$ cat config.mk
export PLATFORM = sky130hd
export DESIGN_NAME = axi4_lite_byte_port
export DESIGN_NICKNAME = d
export VERILOG_FILES = /design/src/rtl/axi4_lite_byte_port_pkg.sv /design/src/rtl/axi4_lite_byte_port_fifo.sv /design/src/rtl/axi4_lite_byte_port.sv
export SDC_FILE = /design/constraint.sdc
export NUM_CORES = 1
export LEC_CHECK = 0
export BUFFER_PORTS_ARGS = -buffer_cell sky130_fd_sc_hd__buf_2
export CAP_MARGIN = 20
export CORE_ASPECT_RATIO = 1.75
export CORE_MARGIN = 2
export CORE_UTILIZATION = 49
export CTS_CLUSTER_DIAMETER = 80
export DETAILED_ROUTE_END_ITERATION = 10
export GPL_ROUTABILITY_DRIVEN = 0
export GPL_TIMING_DRIVEN = 0
export PLACE_DENSITY = 0.86
export SLEW_MARGIN = 20
export SYNTH_ARGS = -nofsm -noshare
export SYNTH_HDL_FRONTEND = slang
export SYNTH_HIERARCHICAL = 1
export SYNTH_SLANG_ARGS = --single-unit
$ cat constraint.sdc
create_clock -name clk -period 2.97 [get_ports clk]
set_clock_uncertainty 0.2 [all_clocks]
set_input_delay 0.4455 -clock clk [delete_from_list [all_inputs] [get_ports clk]]
set_output_delay 0.4455 -clock clk [all_outputs]
set_load 0.005 [all_outputs]
$ cat src/rtl/axi4_lite_byte_port_pkg.sv
// ============================================================================
// Module  : axi4_lite_byte_port_pkg
// Brief   : Register offsets, STATUS bit positions and decode helper for the
//           AXI4-Lite byte output port.
// Rev     : 1.0
// ============================================================================
`default_nettype none

package axi4_lite_byte_port_pkg;

  localparam logic [1:0] OFF_TXDATA  = 2'd0;
  localparam logic [1:0] OFF_STATUS  = 2'd1;
  localparam logic [1:0] OFF_SCRATCH = 2'd2;

  localparam int ST_EMPTY = 1;
  localparam int ST_FULL  = 2;
  localparam int ST_OVF   = 3;

  // The window is 16 bytes, so only address bits [31:4] take part in the match.
  function automatic logic tag_hit(input logic [27:0] addr_tag,
                                   input logic [27:0] base_tag);
    return addr_tag == base_tag;
  endfunction

endpackage

`default_nettype wire

$ cat src/rtl/axi4_lite_byte_port_fifo.sv
// ============================================================================
// Module  : byte_fifo
// Brief   : Byte FIFO; pointers carry one extra wrap bit to separate full/empty.
// Rev     : 1.0
// ============================================================================
`default_nettype none

module byte_fifo #(
  parameter int DEPTH = 4
) (
  input  logic       clk,
  input  logic       resetn,
  input  logic       push_i,
  input  logic [7:0] din_i,
  input  logic       pop_i,
  output logic       full_o,
  output logic       empty_o,
  output logic [7:0] head_o
);

  localparam int AW = (DEPTH > 1) ? $clog2(DEPTH) : 1;

  logic [AW:0] wr_ptr_q, wr_ptr_d;
  logic [AW:0] rd_ptr_q, rd_ptr_d;
  logic [7:0]  mem_q [DEPTH];
  logic        do_push;
  logic        do_pop;

  assign empty_o = (wr_ptr_q == rd_ptr_q);
  assign full_o  = (wr_ptr_q[AW-1:0] == rd_ptr_q[AW-1:0]) &&
                   (wr_ptr_q[AW] != rd_ptr_q[AW]);
  assign head_o  = empty_o ? 8'h00 : mem_q[rd_ptr_q[AW-1:0]];

  // A push into a full FIFO is only legal when the head leaves in the same cycle.
  assign do_pop  = pop_i && !empty_o;
  assign do_push = push_i && (!full_o || do_pop);

  always_comb begin
    wr_ptr_d = wr_ptr_q;
    rd_ptr_d = rd_ptr_q;
    if (do_push) wr_ptr_d = wr_ptr_q + {{AW{1'b0}}, 1'b1};
    if (do_pop)  rd_ptr_d = rd_ptr_q + {{AW{1'b0}}, 1'b1};
  end

  always_ff @(posedge clk or negedge resetn) begin
    if (!resetn) begin
      wr_ptr_q <= '0;
      rd_ptr_q <= '0;
    end else begin
      wr_ptr_q <= wr_ptr_d;
      rd_ptr_q <= rd_ptr_d;
    end
  end

  always_ff @(posedge clk) begin
    if (do_push) mem_q[wr_ptr_q[AW-1:0]] <= din_i;
  end

endmodule

`default_nettype wire

$ cat src/rtl/axi4_lite_byte_port.sv
// ============================================================================
// Module  : axi4_lite_byte_port
// Brief   : AXI4-Lite responder with TXDATA/STATUS/SCRATCH registers feeding a
//           valid/ready byte stream through a small FIFO.
// Rev     : 1.0
// ============================================================================
`default_nettype none

module axi4_lite_byte_port
  import axi4_lite_byte_port_pkg::*;
#(
  parameter logic [31:0] BASE_ADDR  = 32'h1000_0000,
  parameter int          FIFO_DEPTH = 4
) (
  input  logic        clk,
  input  logic        resetn,
  input  logic        mem_axi_awvalid,
  output logic        mem_axi_awready,
  input  logic [31:0] mem_axi_awaddr,
  input  logic [2:0]  mem_axi_awprot,
  input  logic        mem_axi_wvalid,
  output logic        mem_axi_wready,
  input  logic [31:0] mem_axi_wdata,
  input  logic [3:0]  mem_axi_wstrb,
  output logic        mem_axi_bvalid,
  input  logic        mem_axi_bready,
  input  logic        mem_axi_arvalid,
  output logic        mem_axi_arready,
  input  logic [31:0] mem_axi_araddr,
  input  logic [2:0]  mem_axi_arprot,
  output logic        mem_axi_rvalid,
  input  logic        mem_axi_rready,
  output logic [31:0] mem_axi_rdata,
  output logic [7:0]  out_byte,
  output logic        out_byte_valid,
  input  logic        out_byte_ready
);

  localparam logic [27:0] BASE_TAG = BASE_ADDR[31:4];

  logic        aw_held_q, aw_held_d;
  logic [31:0] awaddr_q,  awaddr_d;
  logic        w_held_q,  w_held_d;
  logic [31:0] wdata_q,   wdata_d;
  logic [3:0]  wstrb_q,   wstrb_d;
  logic        bvalid_q,  bvalid_d;
  logic        rvalid_q,  rvalid_d;
  logic [31:0] rdata_q,   rdata_d;
  logic        ovf_q,     ovf_d;
  logic [31:0] scratch_q, scratch_d;

  logic        aw_hs, w_hs, ar_hs, commit;
  logic [31:0] wr_addr, wr_data;
  logic [3:0]  wr_strb;
  logic        wr_hit, rd_hit;
  logic        wr_tx, ovf_clr, pop;
  logic        fifo_full, fifo_empty, fifo_push;
  logic [31:0] status_word, rd_word;
  logic        unused_bits;

  assign unused_bits = ^{mem_axi_awprot, mem_axi_arprot,
                         mem_axi_araddr[1:0], wr_addr[1:0]};

  assign mem_axi_awready = !aw_held_q && !bvalid_q;
  assign mem_axi_wready  = !w_held_q && !bvalid_q;
  assign mem_axi_arready = !rvalid_q;
  assign mem_axi_bvalid  = bvalid_q;
  assign mem_axi_rvalid  = rvalid_q;
  assign mem_axi_rdata   = rdata_q;

  assign aw_hs  = mem_axi_awvalid && mem_axi_awready;
  assign w_hs   = mem_axi_wvalid && mem_axi_wready;
  assign ar_hs  = mem_axi_arvalid && mem_axi_arready;
  assign commit = (aw_held_q || aw_hs) && (w_held_q || w_hs);

  // Held values take priority; otherwise the channel is handshaking this cycle.
  assign wr_addr = aw_held_q ? awaddr_q : mem_axi_awaddr;
  assign wr_data = w_held_q  ? wdata_q  : mem_axi_wdata;
  assign wr_strb = w_held_q  ? wstrb_q  : mem_axi_wstrb;

  assign wr_hit  = tag_hit(wr_addr[31:4], BASE_TAG);
  assign rd_hit  = tag_hit(mem_axi_araddr[31:4], BASE_TAG);

  assign pop       = out_byte_valid && out_byte_ready;
  assign wr_tx     = commit && wr_hit && (wr_addr[3:2] == OFF_TXDATA) && wr_strb[0];
  assign ovf_clr   = commit && wr_hit && (wr_addr[3:2] == OFF_STATUS) &&
                     wr_strb[0] && wr_data[ST_OVF];
  assign fifo_push = wr_tx && (!fifo_full || pop);

  always_comb begin
    status_word           = '0;
    status_word[ST_EMPTY] = fifo_empty;
    status_word[ST_FULL]  = fifo_full;
    status_word[ST_OVF]   = ovf_q;
    rd_word               = '0;
    if (rd_hit) begin
      case (mem_axi_araddr[3:2])
        OFF_STATUS:  rd_word = status_word;
        OFF_SCRATCH: rd_word = scratch_q;
        default:     rd_word = '0;
      endcase
    end
  end

  always_comb begin
    aw_held_d = aw_held_q;
    awaddr_d  = awaddr_q;
    w_held_d  = w_held_q;
    wdata_d   = wdata_q;
    wstrb_d   = wstrb_q;
    bvalid_d  = bvalid_q;
    rvalid_d  = rvalid_q;
    rdata_d   = rdata_q;
    ovf_d     = ovf_q;
    scratch_d = scratch_q;

    if (aw_hs) begin
      aw_held_d = 1'b1;
      awaddr_d  = mem_axi_awaddr;
    end
    if (w_hs) begin
      w_held_d = 1'b1;
      wdata_d  = mem_axi_wdata;
      wstrb_d  = mem_axi_wstrb;
    end
    if (bvalid_q && mem_axi_bready) bvalid_d = 1'b0;
    if (commit) begin
      aw_held_d = 1'b0;
      w_held_d  = 1'b0;
      bvalid_d  = 1'b1;
      if (wr_hit && (wr_addr[3:2] == OFF_SCRATCH)) begin
        for (int b = 0; b < 4; b++) begin
          if (wr_strb[b]) scratch_d[8*b +: 8] = wr_data[8*b +: 8];
        end
      end
    end

    // A fresh overflow beats a concurrent clear.
    if (ovf_clr) ovf_d = 1'b0;
    if (wr_tx && fifo_full && !pop) ovf_d = 1'b1;

    if (rvalid_q && mem_axi_rready) rvalid_d = 1'b0;
    if (ar_hs) begin
      rvalid_d = 1'b1;
      rdata_d  = rd_word;
    end
  end

  always_ff @(posedge clk or negedge resetn) begin
    if (!resetn) begin
      aw_held_q <= 1'b0;
      awaddr_q  <= '0;
      w_held_q  <= 1'b0;
      wdata_q   <= '0;
      wstrb_q   <= '0;
      bvalid_q  <= 1'b0;
      rvalid_q  <= 1'b0;
      rdata_q   <= '0;
      ovf_q     <= 1'b0;
      scratch_q <= '0;
    end else begin
      aw_held_q <= aw_held_d;
      awaddr_q  <= awaddr_d;
      w_held_q  <= w_held_d;
      wdata_q   <= wdata_d;
      wstrb_q   <= wstrb_d;
      bvalid_q  <= bvalid_d;
      rvalid_q  <= rvalid_d;
      rdata_q   <= rdata_d;
      ovf_q     <= ovf_d;
      scratch_q <= scratch_d;
    end
  end

  byte_fifo #(
    .DEPTH (FIFO_DEPTH)
  ) u_fifo (
    .clk     (clk),
    .resetn  (resetn),
    .push_i  (fifo_push),
    .din_i   (wr_data[7:0]),
    .pop_i   (pop),
    .full_o  (fifo_full),
    .empty_o (fifo_empty),
    .head_o  (out_byte)
  );

  assign out_byte_valid = !fifo_empty;

endmodule

`default_nettype wire
==> results.py, run 1 <==
metrics = {
    "outcome": {
        "outcome": "complete, no violations",
    },
    "worst_setup_path": {
        "worstPathMaxFanout": 8,
        "crit_type": "in2reg",
        "startpoint": "mem_axi_awaddr[5]",
        "cp_cell_sequence": "buf_2 > or4_1 > o41ai_4 > nand3_1 > nor3_2 > and3_1",
        "regToRegStartpoint": "aw_held_q",
        "r2r-end": "u_fifo/mem_q[2][4]",
        "startpoint_type": "primary input",
        "critPathArrivalTime_ps": 2720,
        "critical_path.max_stage_delay_ps": 580,
        "cpMaxStageDelayCell": "o41ai_4",
        "crit_required_ps": 2840,
        "r2r_slack_ps": 150,
        "rr_worst_depth": 5,
        "crit_path_end": "u_fifo/mem_q[2][4]",
        "end_kind": "flip-flop",
    },
    "route": {
        "vias_per_cell": 5.590,
        "ant_nets": 0,
        "top_layer_used": "met4",
        "drt_iter0_drc": 192,
        "first_pass_iters": 4,
        "met3_wirelength_um": 765,
        "num_vias": 4835,
        "wl_per_cell_um": 19.65,
        "drcViolationCount": 0,
        "met2_length_um": 9508,
        "drt_wl_total_um": 17000,
        "m1WireLength_um": 6172,
    },
    "cts": {
        "htree_levels": 4,
        "cts_tree": "built",
        "cts_max_path_buffers": 2,
        "path_clk_slew_ps": 70,
        "cts_buffers": 17,
        "clock_latency_ps": 420,
        "clock-sinks": 173,
        "cts_root_buf": "clkbuf_16",
    },
    "place": {
        "place_ws_ps": -636.4,
        "io_buffers": 149,
        "dp_hpwl_um": 12270,
        "dpl_cell_area_um2": 8464,
        "dpl.cell_count": 821,
    },
    "run": {
        "maxCapViolCount": 0,
    },
    "sta": {
        "fin_hold_ws_ps": 65.14,
        "worst_pin_slew_ps": 723.9,
        "fin_crit_sh_pct": 95.95,
        "rsz0062_at_grt": "no",
        "relSlewSlack_pct": 51.74,
        "drv_slew": 0,
        "setup_viol": 0,
        "hold_viol": 0,
        "max_freq_ghz": 0.3509,
        "setup_ws_ps": 120.4,
        "period_needed_ps": 2850,
    },
    "floorplanning": {
        "io_pins": 160,
        "placementRows": 59,
        "coreArea_um2": 14910,
        "dieArea_um2": 16250,
        "fp.dieH_um": 167.1,
        "initial_core_util_pct": 49.97,
        "fp.dieW_um": 97.23,
    },
    "yosys": {
        "synthFlopType": "dfrtp_1",
        "syn_area_per_cell_um2": 15.27,
        "yosys_warnings": 6,
        "ys_seq_area_share_pct": 60.24,
        "netlist_area_um2": 7452,
        "ys_seq_elements": 173,
        "synthArstFlopShare_pct": 81.50,
        "syn_inst": 488,
        "yosysUniqueCellTypes": 45,
        "syn-num-nets": 609,
        "synth_edf_count": 32,
    },
    "global_routing": {
        "track_usage_pct": 21.26,
        "antenna_found_initial": 8,
        "grt_max_degree": 100,
        "grt-ovfl-total": 0,
        "grt_pass1_vias": 5319,
        "grt_pass1_wl_um": 27130,
    },
    "hold_path": {
        "holdCritPathClass": "in2reg",
        "hold_depth": 2,
    },
    "final_layout": {
        "final_cells": 865,
        "fin_util_pct": 61.23,
        "finalNetCount": 783,
        "areaGrowthSynthToFinish_pct": 22.52,
        "fillers": 1166,
        "drive_gt1_share_pct": 51.34,
        "final_area_um2": 9130,
    },
    "pwr": {
        "power.leakage_nw": 4.192,
        "ir_drop_uv": 375.3,
        "p_per_area_nw_per_um2": 746.7,
    },
}
-- worst min path at each step --
stage,end,start,slack [ps]
6_report,awaddr_q[7],mem_axi_awaddr[7],70
2_1_floorplan,aw_held_q,resetn,-50
5_1_grt,wdata_q[26],mem_axi_wdata[26],60
4_1_cts,wdata_q[26],mem_axi_wdata[26],50
3_3_place_gp,mem_axi_rdata[4],scratch_q[4],270
3_5_place_dp,awaddr_q[31],resetn,160
-- synth_stat cells (2+ instances only) --
cell type | n | share of area (%)
mux2i_1 | 2 | 0.27
a22o_1 | 35 | 4.1
edfxtp_1 | 32 | 13
nand2_1 | 3 | 0.15
buf_2 | 2 | 0.13
and2_1 | 4 | 0.34
nand4_1 | 3 | 0.25
nand3_1 | 2 | 0.13
nor2_1 | 8 | 0.40
ha_1 | 7 | 1.2
or4_1 | 2 | 0.20
mux2_1 | 2 | 0.30
nor3_1 | 5 | 0.34
nor4b_1 | 3 | 0.35
clkbuf_1 | 13 | 0.65
xnor2_1 | 5 | 0.59
inv_1 | 10 | 0.50
o22ai_1 | 2 | 0.17
dfrtp_1 | 141 | 47
mux4_2 | 8 | 2.4
o211ai_1 | 2 | 0.20
nor2b_1 | 14 | 1.2
o21ai_0 | 5 | 0.34
and3_1 | 5 | 0.42
mux2_2 | 134 | 20
buf_1 | 4 | 0.20
nand4_2 | 3 | 0.50
nor4_1 | 14 | 1.2
o41ai_2 | 2 | 0.44
-- registers in the layout, summed over array words and instances (netlist names) --
register,cells
ovf_q,1
awaddr_q,30
wdata_q,32
u_fifo/rd_ptr_q,3
mem_axi_bvalid,1
u_fifo/mem_q,32
mem_axi_rvalid,1
u_fifo/wr_ptr_q,3
w_held_q,1
mem_axi_rdata,32
scratch_q,32
wstrb_q,4
aw_held_q,1
-- per-layer routing --
metal  up-vias  global-route usage, %
met3        34                  4.466
met1      2466                  23.35
li1       2191                      -
met4         0                  10.63
met5         -                      0
met2       144                  38.59
-- kinds of logic (layout without fill, tap and decap cells) --
logic type | Yosys count | count (layout) | synth area share (%)
other | 0 | 8 | 0
DFF | 173 | 173 | 60.24
and+or+nand+nor | 70 | 70 | 5.960
AOI/OAI and AO/OA | 53 | 53 | 6.346
xor gates and xnor gates | 8 | 8 | 1.293
adders and majority gates | 7 | 7 | 1.175
muxes | 146 | 146 | 23.24
buffers and inverters | 31 | 217 | 1.746
-- per-stage QoR --
| stage | total power [mW] | setup TNS, ps |
|---|---|---|
| floorplan | 4.225 | 0 |
| global placement | 4.566 | -89480 |
| detailed placement | 4.715 | -18460 |
| CTS | 6.851 | 0 |
| global route | 7.122 | 0 |
| finish | 6.818 | 0 |
-- area by class of cell --
class | instances | area [µm²] | area share (%)
plain buffers | 21 | 93.84 | 1.028
inverters | 10 | 37.54 | 0.4111
clock buffers | 20 | 457.9 | 5.016
well taps | 183 | 229.0 | 2.508
flip-flops and latches | 173 | 4489 | 49.17
clock inverters | 11 | 106.4 | 1.165
diodes | 8 | 20.02 | 0.2193
repair buffers | 155 | 825.8 | 9.045
multi-input cells | 284 | 2870 | 31.44
-- where the power goes --
part	leakage, nW	internal (mW)	switching, mW
Sequential	2.10	2.95	0.258
Combinational	1.81	0.802	0.674
Clock	0.277	1.21	0.927
-- worst max-delay path: cells and delay by family --
family / cells / cell delay (ps)
and+or+nand+nor: 4 / 1580
AOI/OAI and AO/OA: 1 / 580
buffers and inverters: 1 / 110
-- cells in the final DEF (no fill, tap or decap), drive strengths merged, types with 3 or more instances in the layout --
cell | netlist | routed
nand2 | 3 | 3
nand4 | 6 | 6
buf | 8 | 161
xnor2 | 5 | 5
nor4 | 14 | 14
nor4b | 3 | 3
clkbuf | 13 | 33
dfrtp | 141 | 141
diode | 0 | 8
inv | 10 | 15
nor3 | 6 | 6
nand3 | 3 | 3
and3 | 5 | 5
or4 | 3 | 3
a22o | 35 | 35
and2 | 4 | 4
ha | 7 | 7
nor2b | 14 | 14
clkinv | 0 | 4
o41ai | 3 | 3
o21ai | 5 | 5
mux2 | 136 | 136
xor2 | 3 | 3
edfxtp | 32 | 32
nor2 | 8 | 8
mux4 | 8 | 8
-- what timing repair did --
item | in CTS | in global routing
buffers inserted | 0 | 3
hold endpoints to repair | 43 | 0
setup endpoints to repair | 35 | 55
hold buffers | 2 | 0
gates resized for setup | 5 | 5
pin swaps | 0 | 2
No activity file was read; power rests on OpenSTA's default activity.
==> inputs of run 2 (changes only) <==
SYNTH_HIERARCHICAL = default   (was 1)
==> results.py, run 2 <==
metrics = {
    "outcome": {
        "outcome": "complete, no violations",
    },
    "floorplanning": {
        "io_pins": 160,
        "coreArea_um2": 14840,
        "fp.dieH_um": 167.1,
        "initial_core_util_pct": 50.18,
        "placementRows": 59,
        "fp.dieW_um": 97.19,
        "dieArea_um2": 16240,
    },
    "sta": {
        "fin_hold_ws_ps": 65.68,
        "fin_crit_sh_pct": 97.47,
        "max_freq_ghz": 0.3454,
        "worst_pin_slew_ps": 878.3,
        "period_needed_ps": 2895,
        "rsz0062_at_grt": "yes",
        "drv_slew": 0,
        "relSlewSlack_pct": 41.23,
        "setup_viol": 0,
        "hold_viol": 0,
    },
    "final_layout": {
        "final_cells": 868,
        "final_cell_mix": "buf_2 (153), dfrtp_1 (141), mux2_2 (131)",
        "fillers": 1123,
        "layout_commonest_cell": "buf_2",
        "finalNetCount": 790,
        "areaGrowthSynthToFinish_pct": 22.27,
        "drive_gt1_share_pct": 50.00,
    },
    "global_routing": {
        "grt_max_degree": 76,
        "grt-ovfl-total": 0,
        "grt_pass1_wl_um": 26650,
        "track_usage_pct": 20.97,
        "grt_pass1_vias": 5220,
        "antenna_found_initial": 3,
    },
    "cts": {
        "cts_tree": "built",
        "cts_root_buf": "clkbuf_16",
        "cts_max_path_buffers": 2,
        "cts_buffers": 17,
        "clock_latency_ps": 420,
        "path_clk_slew_ps": 70,
        "clock-sinks": 173,
        "htree_levels": 4,
    },
    "yosys": {
        "synthTopCellsByArea": "dfrtp_1 (47%), mux2_2 (20%), edfxtp_1 (13%)",
        "synth_edf_count": 32,
        "yosys-top-cells-count": "dfrtp_1 (141), mux2_2 (131), a22o_1 (35)",
        "syn-num-nets": 615,
        "syn_area_per_cell_um2": 15.07,
        "yosys_warnings": 0,
        "synthArstFlopShare_pct": 81.50,
        "yosysMostFrequentCell": "dfrtp_1",
        "yosysUniqueCellTypes": 41,
        "syn_inst": 494,
        "ys_seq_elements": 173,
        "synth_top_area_share_pct": 47.39,
        "yosysTopAreaCell": "dfrtp_1",
        "ys_seq_area_share_pct": 60.29,
        "synthFlopType": "dfrtp_1",
        "netlist_area_um2": 7446,
    },
    "hold_path": {
        "holdCritPathClass": "in2reg",
    },
    "pwr": {
        "ir_drop_uv": 490.5,
        "power.leakage_nw": 4.117,
        "p_per_area_nw_per_um2": 817.4,
    },
    "place": {
        "dp_hpwl_um": 12450,
        "dpl.cell_count": 827,
        "io_buffers": 149,
    },
    "worst_setup_path": {
        "worst-path-buf-inv": 3,
        "worstPathMaxFanout": 10,
        "crit_type": "reg2reg",
        "critical_path.max_stage_delay_ps": 670,
        "cp_cell_sequence": "clkbuf_1 > clkbuf_1 > clkbuf_1 > mux2_2 > mux2_2",
        "startpoint_type": "flip-flop",
        "end_kind": "flip-flop",
        "cp_top_family": "buffers and inverters",
        "critPathArrivalTime_ps": 2990,
        "cpMaxStageDelayCell": "clkbuf_1",
        "crit_required_ps": 3060,
        "crit_top_cell": "clkbuf_1",
    },
    "route": {
        "drt_iter0_drc": 187,
        "vias_per_cell": 5.513,
        "num_vias": 4785,
        "drt_wl_total_um": 16520,
        "first_pass_iters": 4,
        "wl_per_cell_um": 19.03,
        "drcViolationCount": 0,
        "ant_nets": 0,
    },
    "run": {
        "maxCapViolCount": 0,
    },
}
==> run 2: changes by cell type in the layout (fill, tap and decap cells not counted), moves of 4 or more <==
cell	delta
xor2_1	+4
diode_2	-5
or3_1	+5
inv_8	+4
nor2_1	+6
and3_1	-4
a2111oi_4	+4
==> run 2: cell families after synthesis <==
kind of cell / after synthesis / share of synthesized area, %
DFF: 173 / 60.29
muxes: 146 / 23.26
and+or+nand+nor: 74 / 5.663
AOI/OAI and AO/OA: 51 / 6.823
buffers and inverters: 35 / 1.848
xor gates and xnor gates: 8 / 0.9411
adders and majority gates: 7 / 1.176
==> run 2: per-stage QoR <==
stage | setup slack, ps | total power [mW] | setup TNS, ps | utilization, % | instance area [µm²]
6_report | 75.21 | 7.441 | 0 | 61.35 | 9104
5_1_grt | -35.75 | 7.825 | -470.5 | 61.35 | 9104
4_1_cts | 6.070 | 7.507 | 0 | 61.07 | 9061
3_5_place_dp | -365.6 | 5.363 | -5651 | 57.00 | 8458
3_3_place_gp | -532.6 | 5.185 | -76370 | 56.75 | 8421
2_1_floorplan | 384.2 | 4.697 | 0 | - | 7446
==> run 2: timing repair <==
action / CTS / global route
pin swaps: 1 / 4
hold buffers: 2 / 0
endpoints found under the hold margin: 67 / 0
setup endpoints to repair: 37 / 65
buffers inserted: 0 / 4
gates resized for setup: 3 / 1
==> run 2: per-layer routing <==
layer  vias up  track usage, %  wire length (µm)
li1       2204               -                 -
met1      2426           23.86              6193
met2       120           37.41              9125
met3        35           4.658               641
met4         0           9.430               558
met5         -               0                 0
==> run 2: worst paths after layout <==
check	endpoint	start	depth (start not counted)	slack, ps
worst min-delay path	wdata_q[16]	mem_axi_wdata[16]	2	70
worst min register to register	mem_axi_rdata[24]	scratch_q[24]	1	300
worst max-delay path	scratch_q[5]	w_held_q	5	80
min in group asynchronous	mem_axi_rdata[28]	resetn	2	380
max in group asynchronous	u_fifo.rd_ptr_q[2]	resetn	3	1430
worst max register to register	scratch_q[5]	w_held_q	5	80
==> run 2: layout make-up <==
type	count	area, µm²	share of cell area [%]
Sequential cell	173	4489	49.31
Inverter	11	41.29	0.4535
Timing Repair Buffer	156	833.3	9.153
Clock inverter	14	122.6	1.347
Tap cell	183	229.0	2.515
Antenna cell	3	7.507	0.08246
Clock buffer	18	450.4	4.948
Multi-Input combinational cell	286	2833	31.12
Buffer	24	97.59	1.072
==> run 2: report_power, final <==
group          internal [mW]  switching (mW)
sequential              2.98           0.274
combinational           1.11           0.950
clock                   1.15           0.976
total                   5.24            2.20
